File: src/rtl/fp_dec_pkg.sv
// Shared types and constants for the float-to-BCD display converter.
// Combinational only; no latency.
// No flow control; definitions only.
package fp_dec_pkg;

  typedef enum logic [2:0] {
    IDLE,
    ALIGN,
    INT_CONV,
    FRAC_CONV,
    DONE
  } fp_dec_state_t;

  localparam int         EXP_BIAS    = 127;
  localparam logic [7:0] EXP_SPECIAL = 8'hFF;
  localparam int         MANT_W      = 24;

  function automatic int max_int(input int a, input int b);
    return (a > b) ? a : b;
  endfunction

endpackage

File: src/rtl/bcd_add3_shift.sv
// One double-dabble step: add 3 to every digit >= 5, then shift one bit in at the LSB.
// Purely combinational, zero latency.
// No flow control; caller decides when to register the result.
module bcd_add3_shift #(
  parameter int DIGITS = 9
) (
  input  logic [4*DIGITS-1:0] bcd_in,
  input  logic                bit_in,
  output logic [4*DIGITS-1:0] bcd_out
);

  logic [4*DIGITS-5:0] low_adj;
  logic [3:0]          top_dig;
  logic [2:0]          top_adj;

  assign top_dig = bcd_in[4*DIGITS-1 -: 4];

  // add-3 correction on every digit below the most significant one
  always_comb begin
    low_adj = bcd_in[4*DIGITS-5:0];
    for (int d = 0; d < DIGITS-1; d++) begin
      if (bcd_in[4*d +: 4] >= 4'd5) begin
        low_adj[4*d +: 4] = bcd_in[4*d +: 4] + 4'd3;
      end
    end
  end

  // the MS digit's top bit falls off the shift, so only its low three bits survive
  assign top_adj = (top_dig >= 4'd5) ? (top_dig[2:0] + 3'd3) : top_dig[2:0];

  assign bcd_out = {top_adj, low_adj, bit_in};

endmodule

File: src/rtl/fp_to_bcd_seq.sv
// Converts one IEEE754 single (plus add_sub ovf/unf) to sign, integer BCD and truncated fraction BCD.
// Latency from accept: result in cycle 2+INT_BITS+FRAC_DIGITS, or cycle 2 for special/flagged inputs.
// One conversion in flight; in_ready only in IDLE, result held with out_valid until out_ready.
module fp_to_bcd_seq
  import fp_dec_pkg::*;
#(
  parameter int INT_BITS    = 27,
  parameter int INT_DIGITS  = 9,
  parameter int FRAC_BITS   = 32,
  parameter int FRAC_DIGITS = 6
) (
  input  logic                     clk,
  input  logic                     rst,
  input  logic                     in_valid,
  output logic                     in_ready,
  input  logic [31:0]              fp_in,
  input  logic                     in_ovf,
  input  logic                     in_unf,
  output logic                     out_valid,
  input  logic                     out_ready,
  output logic                     sign,
  output logic [4*INT_DIGITS-1:0]  int_bcd,
  output logic [4*FRAC_DIGITS-1:0] frac_bcd,
  output logic                     is_zero,
  output logic                     is_inf,
  output logic                     is_nan,
  output logic                     too_big
);

  localparam int W     = INT_BITS + FRAC_BITS;
  localparam int ID_W  = 4 * INT_DIGITS;
  localparam int FD_W  = 4 * FRAC_DIGITS;
  localparam int CNT_W = $clog2(max_int(INT_BITS, FRAC_DIGITS) + 1);

  localparam logic [7:0]       BIAS8     = 8'(EXP_BIAS);
  localparam logic [7:0]       EXP_BIG   = 8'(EXP_BIAS + INT_BITS);
  localparam logic [CNT_W-1:0] INT_LAST  = CNT_W'(INT_BITS - 1);
  localparam logic [CNT_W-1:0] FRAC_LAST = CNT_W'(FRAC_DIGITS - 1);

  fp_dec_state_t state;

  logic [31:0]          fp_r;
  logic                 ovf_r;
  logic                 unf_r;
  logic [INT_BITS-1:0]  int_r;
  logic [FRAC_BITS-1:0] frac_r;
  logic [ID_W-1:0]      bcd_acc;
  logic [ID_W-1:0]      bcd_next;
  logic [FD_W-1:0]      frac_acc;
  logic [CNT_W-1:0]     cnt;

  logic [7:0]           exp_f;
  logic [22:0]          man_f;
  logic                 sh_left;
  logic [7:0]           sh_amt;
  logic [W-1:0]         base;
  logic [W-1:0]         aligned;
  logic                 f_nan;
  logic                 f_inf;
  logic                 f_big;
  logic                 f_zero;
  logic                 any_flag;
  logic [FRAC_BITS+3:0] prod;
  logic [3:0]           digit;

  assign exp_f = fp_r[30:23];
  assign man_f = fp_r[22:0];

  // hidden bit lands at the binary point, which sits between int and fraction fields
  assign base    = {{(W-MANT_W){1'b0}}, 1'b1, man_f} << (FRAC_BITS - (MANT_W - 1));
  assign sh_left = (exp_f >= BIAS8);
  assign sh_amt  = sh_left ? (exp_f - BIAS8) : (BIAS8 - exp_f);
  // right shifts past the word width simply clear it, which handles tiny values
  assign aligned = sh_left ? (base << sh_amt) : (base >> sh_amt);

  // flags are mutually exclusive, highest priority first
  assign f_nan    = (exp_f == EXP_SPECIAL) && (man_f != 23'd0);
  assign f_inf    = (exp_f == EXP_SPECIAL) && (man_f == 23'd0);
  assign f_big    = !f_nan && !f_inf && (ovf_r || (exp_f >= EXP_BIG));
  assign f_zero   = !f_nan && !f_inf && !f_big && ((exp_f == 8'd0) || unf_r);
  assign any_flag = f_nan || f_inf || f_big || f_zero;

  // x10 as x8 + x2; the carry nibble is the next decimal digit
  assign prod  = {1'b0, frac_r, 3'b000} + {3'b000, frac_r, 1'b0};
  assign digit = prod[FRAC_BITS+3:FRAC_BITS];

  bcd_add3_shift #(
    .DIGITS (INT_DIGITS)
  ) u_add3 (
    .bcd_in  (bcd_acc),
    .bit_in  (int_r[INT_BITS-1]),
    .bcd_out (bcd_next)
  );

  // conversion FSM; output registers load only on the transition into DONE
  always_ff @(posedge clk) begin
    if (rst) begin
      state     <= IDLE;
      in_ready  <= 1'b1;
      out_valid <= 1'b0;
      fp_r      <= '0;
      ovf_r     <= 1'b0;
      unf_r     <= 1'b0;
      int_r     <= '0;
      frac_r    <= '0;
      bcd_acc   <= '0;
      frac_acc  <= '0;
      cnt       <= '0;
      sign      <= 1'b0;
      int_bcd   <= '0;
      frac_bcd  <= '0;
      is_zero   <= 1'b0;
      is_inf    <= 1'b0;
      is_nan    <= 1'b0;
      too_big   <= 1'b0;
    end else begin
      case (state)
        IDLE: begin
          if (in_valid && in_ready) begin
            fp_r     <= fp_in;
            ovf_r    <= in_ovf;
            unf_r    <= in_unf;
            in_ready <= 1'b0;
            state    <= ALIGN;
          end
        end
        ALIGN: begin
          if (any_flag) begin
            sign      <= f_zero ? 1'b0 : fp_r[31];
            int_bcd   <= '0;
            frac_bcd  <= '0;
            is_nan    <= f_nan;
            is_inf    <= f_inf;
            too_big   <= f_big;
            is_zero   <= f_zero;
            out_valid <= 1'b1;
            state     <= DONE;
          end else begin
            int_r    <= aligned[W-1:FRAC_BITS];
            frac_r   <= aligned[FRAC_BITS-1:0];
            bcd_acc  <= '0;
            frac_acc <= '0;
            cnt      <= '0;
            state    <= INT_CONV;
          end
        end
        INT_CONV: begin
          bcd_acc <= bcd_next;
          int_r   <= int_r << 1;
          if (cnt == INT_LAST) begin
            cnt   <= '0;
            state <= FRAC_CONV;
          end else begin
            cnt <= cnt + 1'b1;
          end
        end
        FRAC_CONV: begin
          frac_r   <= prod[FRAC_BITS-1:0];
          frac_acc <= {frac_acc[FD_W-5:0], digit};
          if (cnt == FRAC_LAST) begin
            sign      <= fp_r[31];
            int_bcd   <= bcd_acc;
            frac_bcd  <= {frac_acc[FD_W-5:0], digit};
            is_nan    <= 1'b0;
            is_inf    <= 1'b0;
            too_big   <= 1'b0;
            is_zero   <= 1'b0;
            out_valid <= 1'b1;
            cnt       <= '0;
            state     <= DONE;
          end else begin
            cnt <= cnt + 1'b1;
          end
        end
        DONE: begin
          if (out_ready) begin
            out_valid <= 1'b0;
            in_ready  <= 1'b1;
            state     <= IDLE;
          end
        end
        default: begin
          state    <= IDLE;
          in_ready <= 1'b1;
        end
      endcase
    end
  end

endmodule

File: config.mk
export PLATFORM = sky130hd
export DESIGN_NAME = fp_to_bcd_seq
export DESIGN_NICKNAME = d
export VERILOG_FILES = /design/src/rtl/fp_dec_pkg.sv /design/src/rtl/bcd_add3_shift.sv /design/src/rtl/fp_to_bcd_seq.sv
export SDC_FILE = /design/constraint.sdc
export NUM_CORES = 1
export LEC_CHECK = 0
export ABC_AREA = 1
export CAP_MARGIN = 20
export CORE_MARGIN = 2
export CORE_UTILIZATION = 50
export CTS_CLUSTER_SIZE = 25
export DETAILED_ROUTE_END_ITERATION = 8
export PLACE_DENSITY = 0.78
export SETUP_SLACK_MARGIN = 0.1
export SYNTH_ARGS = -nofsm -noshare
export SYNTH_HDL_FRONTEND = slang
export SYNTH_SLANG_ARGS = --single-unit
File: constraint.sdc
create_clock -name clk -period 3.2 [get_ports clk]
set_clock_uncertainty 0.15 [all_clocks]
set_input_delay 0.64 -clock clk [delete_from_list [all_inputs] [get_ports clk]]
set_output_delay 0.64 -clock clk [all_outputs]
set_load 0.05 [all_outputs]
==> implementation parameters <==
Parameter                              Value

Run status
  Outcome ... finished clean

Global routing
  Number of global-route vias before repair ... 15.1k
  All-Layer GR Usage ... 32.8%
  Overflow left after global routing ... 0
  Pin count of the biggest net entering global routing ... 68
  Antenna violations before repair ... 0
  First-pass GRT wire length ... 81,200 µm

Setup path
  Kind of critical path ... reg -> reg
  Top fanout value on the critical path ... 24
  CP peak stage delay ... 0.40 ns
  Cell seen most often among critical-path stages ... sky130_fd_sc_hd__nand2_1
  Critical path startpoint category ... flip-flop
  Cell at the slowest stage of the critical path ... sky130_fd_sc_hd__dfxtp_1
  Arrival time worst endpoint ... 3.23 ns
  Buf+Inv Stages, Crit Path ... 2
  Crit-path leading delay family ... simple AND/OR/NAND/NOR gates
  Data required time of the critical path ... 3.48 ns
  Endpoint kind of the worst setup timing path ... flip-flop
  Crit-path cells ... ha_1 -> inv_1 -> nor2_2 -> nand2_2 -> nand2_4 -> nand2_4 -> o21ai_4 -> buf_4 -> nand2_1 -> nand2_1 -> nand2_1 -> nand3_1 -> nand2_1 -> nand2_1 -> nand2_1 -> nand2_1 -> a21oi_1

Drt
  Wire length the detailed router placed on met1 ... 21,900 µm
  Met2 Wirelength ... 23,100 µm
  Antenna-violating nets left ... 0
  Aggregate routed wire length ... 51,200 µm
  Detailed-route via count ... 16.2k
  DRC violation count after routing ... 0
  WL met3 ... 4390 µm
  Count of TritonRoute iterations in the first routing pass ... 7
  Drt wl/cell ... 18.5 µm
  Highest metal used ... met4
  Detailed-route vias per instance ... 5.86
  Number of DRC violations after detailed-routing iteration 0 ... 1,738

Logic synthesis
  Area share of the largest cell type after synthesis ... 30.7%
  Post-Synthesis Cells ... 2,320
  Post-synthesis async set-or-reset flop share ... 0%
  Dominant cell by count in the synthesized netlist ... sky130_fd_sc_hd__nand2_1
  FF+latch count, synth ... 224
  Cell taking the most area after synthesis ... sky130_fd_sc_hd__dfxtp_1
  Fraction of the yosys area taken by sequential cells ... 30.7%
  Cells taking the most area after synthesis ... sky130_fd_sc_hd__dfxtp_1 (31%), sky130_fd_sc_hd__nand2_1 (14%), sky130_fd_sc_hd__nand3_1 (11%), sky130_fd_sc_hd__a21oi_1 (9.8%), sky130_fd_sc_hd__o21ai_0 (6.1%)
  Number of warnings issued by yosys ... 0
  Cell types with the highest counts after synthesis ... sky130_fd_sc_hd__nand2_1 (558), sky130_fd_sc_hd__nand3_1 (307), sky130_fd_sc_hd__a21oi_1 (285)
  Syn Nets ... 2,412
  Top FF cell, synth ... sky130_fd_sc_hd__dfxtp_1
  Number of unique standard cell types used by synthesis ... 53
  Number of flops mapped to enable cells by yosys ... 0
  Netlist area before placement ... 14,600 µm²
  Synth Area per Inst ... 6.30 µm²

Flow run
  Max-cap viol count ... 0

Floorplan
  X dimension of the die ... 175 µm
  Effective utilization at floorplan ... 50.8%
  Total Die Area ... 30,600 µm²
  Core area ... 28,800 µm²
  Rows ... 62
  Y dimension of the die ... 175 µm
  Top Ports ... 105

Clock tree
  Cts bufs inserted ... 26
  Sink count of the clock tree ... 224
  Deepest level of the CTS H-tree ... 1
  Clock network latency to the later pin of the worst-skew pair ... 0.55 ns
  CTS tree ... built
  CTS clock-pin slew for the worst setup and hold paths ... 0.06 ns
  Buffer depth of the longest clock path ... 3
  Clock root buffer master ... sky130_fd_sc_hd__clkbuf_16

STA
  Portion of the clock cycle consumed by the worst path in the final layout ... 92.3%
  Final hold vios ... 0
  Minimum clock period after layout ... 2.95 ns
  Maximum clock frequency ... 0.339 GHz
  TNS Setup ... 0 ns
  Unrepaired setup endpoints after global routing ... true
  Total count of max-transition violations in the final report ... 0
  Transition time at the pin with the least slew margin ... 0.801 ns
  Worst slew slack as a fraction of its limit ... 46.4%
  Final setup violating endpoints ... 0

Final layout
  Synthesis-to-layout area growth ... 15.9%
  Number of antenna diodes ... 0
  Final std cell area, no fill ... 16,900 µm²
  Layout fillers ... 2,818
  Share of post-route cells with drive strength above 1 ... 6.53%
  Number of nets in the layout ... 2,462

Power and ir drop
  Pwr/cell area ... 1080 nW/µm²
  Sequential cell fraction of total power ... 21.1%
  Part of the power in combinational logic ... 61.8%
  Pint ... 0.00847 W
  Share of total power in the clock network ... 17.1%
  Static leakage ... 7.13 nW
  Maximum vdd ir drop ... 0.710 mV
  Net switching share of the total power ... 53.8%
  Switching pwr ... 0.00987 W

Placement
  IO buf count ... 104
  DP Wirelength ... 37,600 µm
  Global placer's final weighted congestion ... 1.03
  Placement-stage cell area ... 15,900 µm²

Worst hold path
  Classification of the worst-slack hold path ... reg -> reg
-- per-layer routing --
layer,global-route usage (%),vias up
met5,0,-
met4,10.2,0
met3,5.40,129
met2,53.0,725
met1,44.8,7464
li1,-,7930
-- repair_timing --
action                                  in CTS  in global routing
endpoints found under the setup margin       0                 62
buffers inserted                             0                  3
hold buffers                                 0                  0
hold endpoints to repair                     0                  0
gates resized for setup                      0                 12
-- metrics by stage --
step                total power (W)  cells  hold slack (ns)  utilization [%]  setup WS [ns]
floorplan                    0.0114   2320            0.272                -          0.572
global placement             0.0148   2720            0.287             55.3          0.195
detailed placement           0.0148   2720            0.287             55.3          0.207
CTS                          0.0179   2768            0.296             58.5          0.191
global route                 0.0196   2774            0.325             58.8         0.0959
finish                       0.0183   2774            0.295             58.8          0.248
-- cell families (layout without fill, tap and decap cells) --
kind of cell / after synthesis / in the layout / share of synthesized area, %
adders and majority gates: 54 / 54 / 4.67
xor gates and xnor gates: 10 / 10 / 0.779
buffers and inverters: 342 / 411 / 9.50
and+or+nand+nor: 1126 / 1127 / 33.6
DFF: 224 / 224 / 30.7
AOI/OAI and AO/OA: 564 / 564 / 20.8
-- cells in the final DEF, fill, tap and decap left out, drive strengths merged, types with 7 or more instances in the layout --
cell type	Yosys	routed
nand2	578	578
nand3	311	312
a21oi	285	285
dfxtp	224	224
inv	212	211
o21ai	199	199
nor2	171	171
clkdlybuf4s50	0	103
ha	53	53
buf	58	45
nand4	38	38
clkbuf	71	34
o22ai	21	21
a211oi	19	19
nor3	12	12
o211ai	10	10
xor2	10	10
clkinv	1	9
a31oi	8	8
a21o	7	7
-- flip-flops by register name (all words and copies together) (netlist names), 3 cells and up --
signal,flops
bcd_acc,36
int_bcd,36
fp_r,32
frac_r,32
int_r,27
frac_bcd,24
frac_acc,20
cnt,5
state,3
-- layout make-up --
| class | count | area (µm²) | area share, % |
|---|---|---|---|
| clock buffer | 33 | 707 | 4.17 |
| clock inverter | 15 | 198 | 1.17 |
| inverter | 213 | 808 | 4.77 |
| multi-input combinational | 1755 | 8800 | 52.0 |
| sequential | 224 | 4490 | 26.5 |
| tap | 384 | 480 | 2.84 |
| timing repair buffer | 149 | 1450 | 8.55 |
| timing repair inverter | 1 | 5.00 | 0.0296 |
-- power groups by stage --
stage | combinational, W | clock [W] | sequential [W]
2_1_floorplan | 0.00712 | 0 | 0.00433
3_3_place_gp | 0.0109 | 0 | 0.00389
3_5_place_dp | 0.0109 | 0 | 0.00390
4_1_cts | 0.0109 | 0.00318 | 0.00385
5_1_grt | 0.0124 | 0.00330 | 0.00392
6_report | 0.0113 | 0.00314 | 0.00387
-- worst min-delay path, stage by stage (launching register included) --
cell and delay [ns]:
sky130_fd_sc_hd__dfxtp_1 0.31, sky130_fd_sc_hd__inv_1 0.05, sky130_fd_sc_hd__a21oi_1 0.05
-- path summary, 6_finish.rpt --
check	start	to	slack, ns	depth (start not counted)
min	fp_r[31]	fp_r[31]	0.30	2
max reg2reg	fp_r[23]	frac_r[23]	0.25	17
min reg2reg	fp_r[31]	fp_r[31]	0.30	2
max	fp_r[23]	frac_r[23]	0.25	17
No activity file was read; power rests on OpenSTA's default activity.
